### src/rtl/ddr3_pkg.sv
// Shared definitions for the DDR3 user-port command path:
// command opcodes, arbiter state encoding and default address width.
package ddr3_pkg;

  localparam int ADDR_W_DEF = 26;

  localparam logic [2:0] CMD_WR = 3'b000;
  localparam logic [2:0] CMD_RD = 3'b001;

  typedef enum logic [1:0] {
    ST_IDLE     = 2'd0,
    ST_ISSUE_WR = 2'd1,
    ST_ISSUE_RD = 2'd2,
    ST_ACK      = 2'd3
  } arb_state_e;

endpackage

### src/rtl/ddr3_cmd_arbiter.sv
// Round-robin arbiter sharing the DDR3 user command port between the write
// and read requesters, with a cap on read bursts in flight.
module ddr3_cmd_arbiter
  import ddr3_pkg::*;
#(
  parameter int ADDR_W     = ADDR_W_DEF,
  parameter int MAX_RD_OUT = 8
) (
  input  logic              clk,
  input  logic              reset_n,
  input  logic              wr_mode,
  input  logic              wr_request,
  input  logic [ADDR_W-1:0] wr_addr,
  output logic              wr_addr_ack,
  input  logic              rd_request,
  input  logic [ADDR_W-1:0] rd_addr,
  output logic              rd_addr_ack,
  input  logic              app_rdy,
  output logic              app_en,
  output logic [2:0]        app_cmd,
  output logic [ADDR_W-1:0] app_addr,
  input  logic              app_rd_data_valid,
  input  logic              app_rd_data_end,
  output logic [3:0]        rd_outstanding,
  output logic              rd_underflow
);

  localparam logic [3:0] MAX_OUT = 4'(MAX_RD_OUT);

  arb_state_e state_r;
  logic       last_rd_r;
  logic       wr_elig_s;
  logic       rd_elig_s;
  logic       grant_rd_s;
  logic       rd_accept_s;
  logic       burst_end_s;

  // Eligibility and round-robin choice, evaluated against registered state
  always_comb begin
    wr_elig_s   = wr_request;
    rd_elig_s   = rd_request && !wr_mode && (rd_outstanding < MAX_OUT);
    rd_accept_s = (state_r == ST_ISSUE_RD) && app_en && app_rdy;
    burst_end_s = app_rd_data_valid && app_rd_data_end;
    if (rd_elig_s && (!wr_elig_s || !last_rd_r)) begin
      grant_rd_s = 1'b1;
    end else begin
      grant_rd_s = 1'b0;
    end
  end

  // Command FSM: grant, hold the command until accepted, then pulse the ack
  always_ff @(posedge clk or negedge reset_n) begin
    if (!reset_n) begin
      state_r     <= ST_IDLE;
      last_rd_r   <= 1'b1;
      app_en      <= 1'b0;
      app_cmd     <= CMD_WR;
      app_addr    <= {ADDR_W{1'b0}};
      wr_addr_ack <= 1'b0;
      rd_addr_ack <= 1'b0;
    end else begin
      case (state_r)
        ST_IDLE: begin
          wr_addr_ack <= 1'b0;
          rd_addr_ack <= 1'b0;
          if (grant_rd_s) begin
            app_en   <= 1'b1;
            app_cmd  <= CMD_RD;
            app_addr <= rd_addr;
            state_r  <= ST_ISSUE_RD;
          end else if (wr_elig_s) begin
            app_en   <= 1'b1;
            app_cmd  <= CMD_WR;
            app_addr <= wr_addr;
            state_r  <= ST_ISSUE_WR;
          end else begin
            state_r  <= ST_IDLE;
          end
        end
        ST_ISSUE_WR: begin
          if (app_en && app_rdy) begin
            app_en      <= 1'b0;
            wr_addr_ack <= 1'b1;
            last_rd_r   <= 1'b0;
            state_r     <= ST_ACK;
          end else begin
            state_r     <= ST_ISSUE_WR;
          end
        end
        ST_ISSUE_RD: begin
          if (app_en && app_rdy) begin
            app_en      <= 1'b0;
            rd_addr_ack <= 1'b1;
            last_rd_r   <= 1'b1;
            state_r     <= ST_ACK;
          end else begin
            state_r     <= ST_ISSUE_RD;
          end
        end
        ST_ACK: begin
          // The requester drops its request on this edge, so nothing is sampled here
          wr_addr_ack <= 1'b0;
          rd_addr_ack <= 1'b0;
          state_r     <= ST_IDLE;
        end
        default: begin
          app_en      <= 1'b0;
          wr_addr_ack <= 1'b0;
          rd_addr_ack <= 1'b0;
          state_r     <= ST_IDLE;
        end
      endcase
    end
  end

  // Reads in flight: accepted commands minus completed bursts; sticky underflow
  always_ff @(posedge clk or negedge reset_n) begin
    if (!reset_n) begin
      rd_outstanding <= 4'd0;
      rd_underflow   <= 1'b0;
    end else begin
      case ({rd_accept_s, burst_end_s})
        2'b10: rd_outstanding <= rd_outstanding + 4'd1;
        2'b01: begin
          if (rd_outstanding == 4'd0) begin
            rd_underflow <= 1'b1;
          end else begin
            rd_outstanding <= rd_outstanding - 4'd1;
          end
        end
        default: rd_outstanding <= rd_outstanding;
      endcase
    end
  end

endmodule

### config.mk
export PLATFORM = sky130hd
export DESIGN_NAME = ddr3_cmd_arbiter
export DESIGN_NICKNAME = d
export VERILOG_FILES = /design/src/rtl/ddr3_pkg.sv /design/src/rtl/ddr3_cmd_arbiter.sv
export SDC_FILE = /design/constraint.sdc
export NUM_CORES = 1
export LEC_CHECK = 0
export CORE_ASPECT_RATIO = 1.4
export CORE_UTILIZATION = 36
export DETAILED_ROUTE_END_ITERATION = 10
export PLACE_DENSITY = 0.77
export SKIP_CTS_REPAIR_TIMING = 1
export SYNTH_ARGS = -nofsm -noshare
export SYNTH_HDL_FRONTEND = slang
export SYNTH_SLANG_ARGS = --single-unit
### constraint.sdc
create_clock -name clk -period 2.1 [get_ports clk]
set_clock_uncertainty 0.05 [all_clocks]
set_input_delay 0.42 -clock clk [delete_from_list [all_inputs] [get_ports clk]]
set_output_delay 0.42 -clock clk [all_outputs]
set_load 0.02 [all_outputs]
==> results of run 1 <==
-- final timing paths --
path | slack [ns] | end | startpoint
worst max-delay path | 0.13 | rd_outstanding[2] | state_r[0]
worst min-delay path | 0.13 | app_addr[25] | reset_n
worst min register to register | 0.42 | rd_underflow | rd_underflow
min in group clk | 0.42 | rd_underflow | rd_underflow
max in group asynchronous | 1.52 | last_rd_r | reset_n
worst max register to register | 0.13 | rd_outstanding[2] | state_r[0]
-- power breakdown --
part	switching [uW]	leakage [uW]	internal, uW
Sequential	243	0.000435	1090
Clock	243	0.0000482	265
Combinational	1060	0.000799	1060
-- flip-flops by register name, indices dropped and copies added, names as in the netlist --
signal          cells
app_en              1
state_r             2
rd_addr_ack         1
rd_outstanding      4
wr_addr_ack         1
app_addr           26
rd_underflow        1
app_cmd             1
last_rd_r           1
-- final cells by class --
class / instances / area share, %
inverter: 3 / 0.3728
multi-input combinational: 159 / 27.88
timing repair buffer: 105 / 34.55
sequential: 38 / 31.52
clock inverter: 1 / 0.1657
tap: 64 / 2.651
clock buffer: 7 / 2.858
-- cell families (layout without fill, tap and decap cells) --
logic type,after synthesis,in the layout
xor gates and xnor gates,1,1
AOI/OAI and AO/OA,42,42
muxes,1,1
DFF,38,38
buffers and inverters,19,116
other,1,2
adders and majority gates,5,5
and+or+nand+nor,108,108
-- cells in the mapped netlist (2+ instances only) --
| library cell | n |
|---|---|
| nand2_1 | 61 |
| dfrtp_1 | 37 |
| nor2_1 | 31 |
| a31oi_1 | 26 |
| buf_2 | 7 |
| buf_4 | 5 |
| ha_1 | 5 |
| nand3_1 | 4 |
| inv_1 | 3 |
| o21ai_0 | 3 |
| and3_1 | 2 |
| buf_6 | 2 |
| clkbuf_1 | 2 |
| nor3_1 | 2 |
| nor4_1 | 2 |
-- worst max-delay path: stages (launching register included) --
cell	delay [ns]
dfrtp_1	0.38
inv_1	0.07
ha_2	0.19
and3_1	0.19
or2_1	0.25
xnor2_1	0.15
ha_2	0.25
nand3_2	0.11
o311ai_4	0.09
o211ai_1	0.11
-- through the flow --
step	setup WS [ns]	cell area (um^2)	utilization, %	setup TNS [ns]
after global placement	-0.04269	2929	59.12	-0.04269
after detailed placement	-0.09868	2929	59.12	-0.1122
final	0.1320	3020	60.96	0
after CTS	0.09458	3020	60.96	0
after global routing	0.02724	3020	60.96	0
after floorplan	0.01124	1908	-	0
-- metal layers --
layer | global-route usage, % | vias to the layer above | share of wire, % | wire, um
met5 | 0 | - | 0 | 0
met1 | 21.93 | 858 | 43 | 2123
met3 | 3.776 | 4 | 4.7 | 232
met4 | 6.818 | 0 | 0.59 | 29
met2 | 33.04 | 61 | 51 | 2500
li1 | - | 916 | - | -
==> key figures, run 1 <==
Layout
  – Most common cell after layout, fill and taps aside: clkdlybuf4s50_1
  – Area Growth Syn to Fin: 59.45%
  – Multi-input logic area: 842.1 um^2
  – Final net count: 377
  – Share of cells above drive strength 1: 8.307%
  – Diodes inserted: 0
  – Commonest non-fill, non-tap cells in the layout: 93 x clkdlybuf4s50_1, 61 x nand2_1, 37 x dfrtp_1, 31 x nor2_1, 26 x a31oi_1
  – Fillcell total: 450
  – Finished Layout Cells: 377
  – FF/Latch Area: 952.2 um^2

Yosys
  – Post-synthesis register bit count: 38
  – Cells after synthesis: 215
  – Post-Syn Area: 1894 um^2
  – Syn Area/Cell: 8.811 um^2
  – Synth area leader: dfrtp_1
  – Top cell type's share of synthesized area: 48.88%
  – Synth Area in Simple Gates: 23.51%
  – Post-synth EDFFs: 0
  – Synth area leaders: dfrtp_1 49%, nand2_1 12%, a31oi_1 8.6%
  – Mux share of post-synthesis cell area: 0.5284%
  – Sequential fraction of the synthesis area: 50.26%
  – XOR/XNOR Fraction of Synth Area: 0.4624%
  – Synth Area in Compound Gates: 15.72%
  – Top FF cell, synth: dfrtp_1
  – Largest family of logic cells by synthesized area: simple AND/OR/NAND/NOR gates
  – Post-synthesis adder-cell area fraction: 3.303%
  – Asr flop ratio synth: 100.0%
  – Yosys warns: 0
  – Number of distinct library cells after synthesis: 38

Timing
  – Crit share post-route: 93.72%
  – Slew margin rel.: 59.04%
  – RSZ-0062 raised after global routing: no
  – Fin crit period: 1.968 ns
  – Tightest Pin Transition: 0.6088 ns
  – # setup viols final: 0
  – Worst hold slack: 0.1253 ns
  – Fmax: 0.5081 GHz
  – Hold violation count in the final report: 0
  – Slew Viols, Final: 0

Floorplanning
  – Chip width: 63.31 um
  – Die area: 5560 um^2
  – Core area: 4955 um^2
  – Starting Density: 38.23%
  – Std cell rows: 30
  – Die H: 87.83 um
  – Ports: 97

Setup path
  – Number of cells on the worst reg-to-reg path: 9
  – WS Path Type: reg2reg
  – Crit path DAT: 2.08 ns
  – Worst setup SP type: register
  – CP Data Required Time: 2.21 ns
  – Crit end category: register
  – Critical Path Fanout Max: 3

Pwr
  – Leakage: 0.001282 uW
  – Maximum VDD drop: 709.7 uV
  – Total Power: 3961 uW
  – PwrDens: 1311 nW/um^2

Global routing
  – Largest net degree at the start of global routing: 39
  – Gr ovfl total: 0
  – Initial antenna violation count: 0
  – Vias in the first global route: 1742
  – First-pass GRT wire length: 8024 um
  – Total global routing track utilization: 18.50%

Route
  – Antenna viol nets, final: 0
  – 1st-iter DRT viols: 142
  – Detailed-route wire length per cell: 12.96 um
  – DRT Pass-1 Iters: 4
  – Total number of vias: 1839
  – DR vias/cell: 4.878
  – Routed WL: 4885 um
  – Drc violations: 0

Clock network
  – Clock Tree Buf Depth: 2
  – CTS buffer count: 5
  – Clk_lat worst skew: 0.28 ns
  – CTS clk-pin slew, worst paths: 0.08 ns
  – CTS tree: done
  – Clock tree root buffer cell: clkbuf_8
  – Sink Count: 38
  – Max H-tree Level: 2

Outcome
  – Result of the run: finished, final reports clean

Placed design
  – Port bufs: 94
  – Placed cells: 369
  – HPWL after DPL: 3602 um
  – GPL Wtd Cong: 0.7374

Min path
  – Class of the worst hold path: in2async

Run
  – Maximum capacitance violations: 0
Power figures use the tool's default switching activity.
==> inputs of run 2 (changes only) <==
--- a/config.mk
+++ b/config.mk
@@ -6,9 +6,9 @@
 export NUM_CORES = 1
 export LEC_CHECK = 0
 export CORE_ASPECT_RATIO = 1.4
-export CORE_UTILIZATION = 36
+export CORE_UTILIZATION = 30
 export DETAILED_ROUTE_END_ITERATION = 10
-export PLACE_DENSITY = 0.77
+export PLACE_DENSITY = 0.66
 export SKIP_CTS_REPAIR_TIMING = 1
 export SYNTH_ARGS = -nofsm -noshare
 export SYNTH_HDL_FRONTEND = slang
==> run 2 against run 1 <==
Combinational power about the same. Final area about the same. Critical path depth unchanged. Largest power group unchanged. Fmax decreased by 0.17%. Clock-buffer cell count increased by 1. Power about the same. Critical endpoint unchanged. First-iteration DRC count decreased by 44%.
==> key figures, run 2 (synthesized netlist as in run 1, its figures left out) <==
Placed design
  – Cell Area, Placed: 2933 um^2 (+0.13%)
  – HPWL after DPL: 3707 um (+2.9%)
  – Port bufs: 94 (unchanged)
  – GPL Wtd Cong: 0.8062 (+9.3%)

Layout
  – Area Growth Syn to Fin: 59.58% (about the same)
  – Post-route cell area: 3023 um^2 (about the same)
  – Fillcell total: 583 (+30%)
  – Diodes inserted: 0 (unchanged)
  – Share of cells above drive strength 1: 8.599% (+0.29 points)
  – Top Registers: app_addr x26, rd_outstanding x4, state_r x2
  – Number of flip-flops in the largest register: 26 (unchanged)
  – Top reg by flops: app_addr
  – Final net count: 378 (+0.27%)
  – Most common cell after layout, fill and taps aside: clkdlybuf4s50_1
  – Commonest non-fill, non-tap cells in the layout: 93 x clkdlybuf4s50_1, 61 x nand2_1, 37 x dfrtp_1, 31 x nor2_1, 26 x a31oi_1

Route
  – DRT Pass-1 Iters: 4 (unchanged)
  – Routed WL: 4990 um (+2.1%)
  – 1st-iter DRT viols: 80 (-44%)
  – Detailed-route wire length per cell: 12.99 um (+0.29%)
  – DR vias/cell: 4.708 (-3.5%)
  – Drc violations: 0 (unchanged)
  – Total number of vias: 1808 (-1.7%)
  – Antenna viol nets, final: 0 (unchanged)

Clock network
  – CTS buffer count: 5 (unchanged)
  – Clock Tree Buf Depth: 2 (unchanged)
  – Clock tree root buffer cell: clkbuf_8
  – Max H-tree Level: 2 (unchanged)
  – CTS clk-pin slew, worst paths: 0.08 ns (about the same)
  – Clk_lat worst skew: 0.29 ns (about the same)
  – CTS tree: done
  – Sink Count: 38 (unchanged)

Pwr
  – Maximum VDD drop: 618.6 uV (-13%)
  – Leakage: 0.001281 uW (about the same)
  – Total Power: 3961 uW (about the same)
  – PwrDens: 1310 nW/um^2 (about the same)

Timing
  – Hold violation count in the final report: 0 (unchanged)
  – Fin crit period: 1.971 ns (+0.003420 ns)
  – Crit share post-route: 93.88% (+0.16 points)
  – Slew Viols, Final: 0 (unchanged)
  – Tightest Pin Transition: 0.7334 ns (+0.1246 ns)
  – # setup viols final: 0 (unchanged)
  – Worst hold slack: 0.1359 ns (+0.01060 ns)
  – RSZ-0062 raised after global routing: no
  – Slew margin rel.: 51.11% (-7.9 points)
  – Fmax: 0.5072 GHz (-0.17%)

Setup path
  – Crit-path slowest cell: dfrtp_1
  – WS Path Type: reg2reg
  – Critical path's largest stage delay: 0.38 ns (about the same)
  – Cell mode on critical path: ha_2
  – Crit end category: register
  – Critical Path Fanout Max: 3 (unchanged)
  – Crit path DAT: 2.08 ns (about the same)
  – Worst setup SP type: register
  – CP Data Required Time: 2.20 ns (about the same)
  – Crit path cell chain: inv_1 -> ha_2 -> and3_1 -> or2_1 -> xnor2_1 -> ha_2 -> nand3_2 -> o311ai_4 -> o211ai_1

Global routing
  – Largest net degree at the start of global routing: 35 (-10%)
  – First-pass GRT wire length: 8418 um (+4.9%)
  – Vias in the first global route: 1823 (+4.6%)
  – Gr ovfl total: 0 (unchanged)
  – Initial antenna violation count: 0 (unchanged)
  – Total global routing track utilization: 15.88% (-2.6 points)

Floorplanning
  – Std cell rows: 33 (+10%)
  – Die area: 6641 um^2 (+19%)
  – Core area: 5987 um^2 (+21%)
  – Starting Density: 31.64% (-6.6 points)
  – Die H: 96.02 um (+9.3%)
  – Ports: 97 (unchanged)
  – Chip width: 69.16 um (+9.2%)

Outcome
  – Result of the run: finished, final reports clean

Min path
  – Class of the worst hold path: in2async

Run
  – Maximum capacitance violations: 0 (unchanged)
==> run 2: changes by cell type in the layout (fill, tap and decap cells not counted) <==
cell	delta
buf_4	+2
buf_12	-1
clkbuf_1	+1
clkinv_2	-1
o21a_1	-1
o21a_2	+1
==> run 2: cell type report <==
cell class              instances  area, um^2  area share (%)
flip-flops and latches         38       952.2           31.50
repair buffers                106        1039           34.35
well taps                      70       87.58           2.897
clock buffers                   8       90.09           2.980
multi-input cells             159       843.3           27.90
inverters                       3       11.26          0.3725
==> run 2: through the flow <==
step,util [%],TNS (ns),cells,setup WS (ns)
2_1_floorplan,-,0,216,0.01124
3_3_place_gp,48.99,-0.08334,376,-0.08142
3_5_place_dp,48.99,-0.1331,376,-0.1132
4_1_cts,50.49,0,384,0.1129
5_1_grt,50.49,0,384,0.02284
6_report,50.49,0,384,0.1286
==> run 2: power breakdown <==
| group | internal [uW] | switching [uW] | total (uW) |
|---|---|---|---|
| Clock | 268 | 246 | 514 |
| Sequential | 1090 | 232 | 1320 |
| Combinational | 1050 | 1070 | 2130 |
| Total | 2410 | 1550 | 3960 |
==> run 2: per-layer routing <==
layer / global-route usage [%] / vias up / wire length, um
met1: 19.46 / 815 / 2304
met3: 3.770 / 5 / 302
met4: 4.932 / 0 / 65
met2: 27.67 / 68 / 2318
li1: - / 920 / -
met5: 0 / - / 0
==> run 2: final timing paths <==
kind / startpoint / end / slack [ns] / cells past startpoint
setup / recovery: state_r[0] / rd_outstanding[2] / 0.13 / 9
hold / removal: reset_n / app_addr[2] / 0.14 / 1
setup reg to reg: state_r[0] / rd_outstanding[2] / 0.13 / 9
hold reg to reg: last_rd_r / last_rd_r / 0.43 / 2
max in group asynchronous: reset_n / rd_outstanding[3] / 1.26 / 2
min in group clk: last_rd_r / last_rd_r / 0.43 / 2
==> run 2: worst max-delay path, delay by kind of cell, from the launching register on <==
family	cells	cell delay, ns
flip-flops	1	0.38
AO/OA/AOI/OAI	2	0.20
AND/OR/NAND/NOR	3	0.54
adder cells (fa/ha/maj)	2	0.44
XOR/XNOR	1	0.15
buffers and inverters	1	0.08
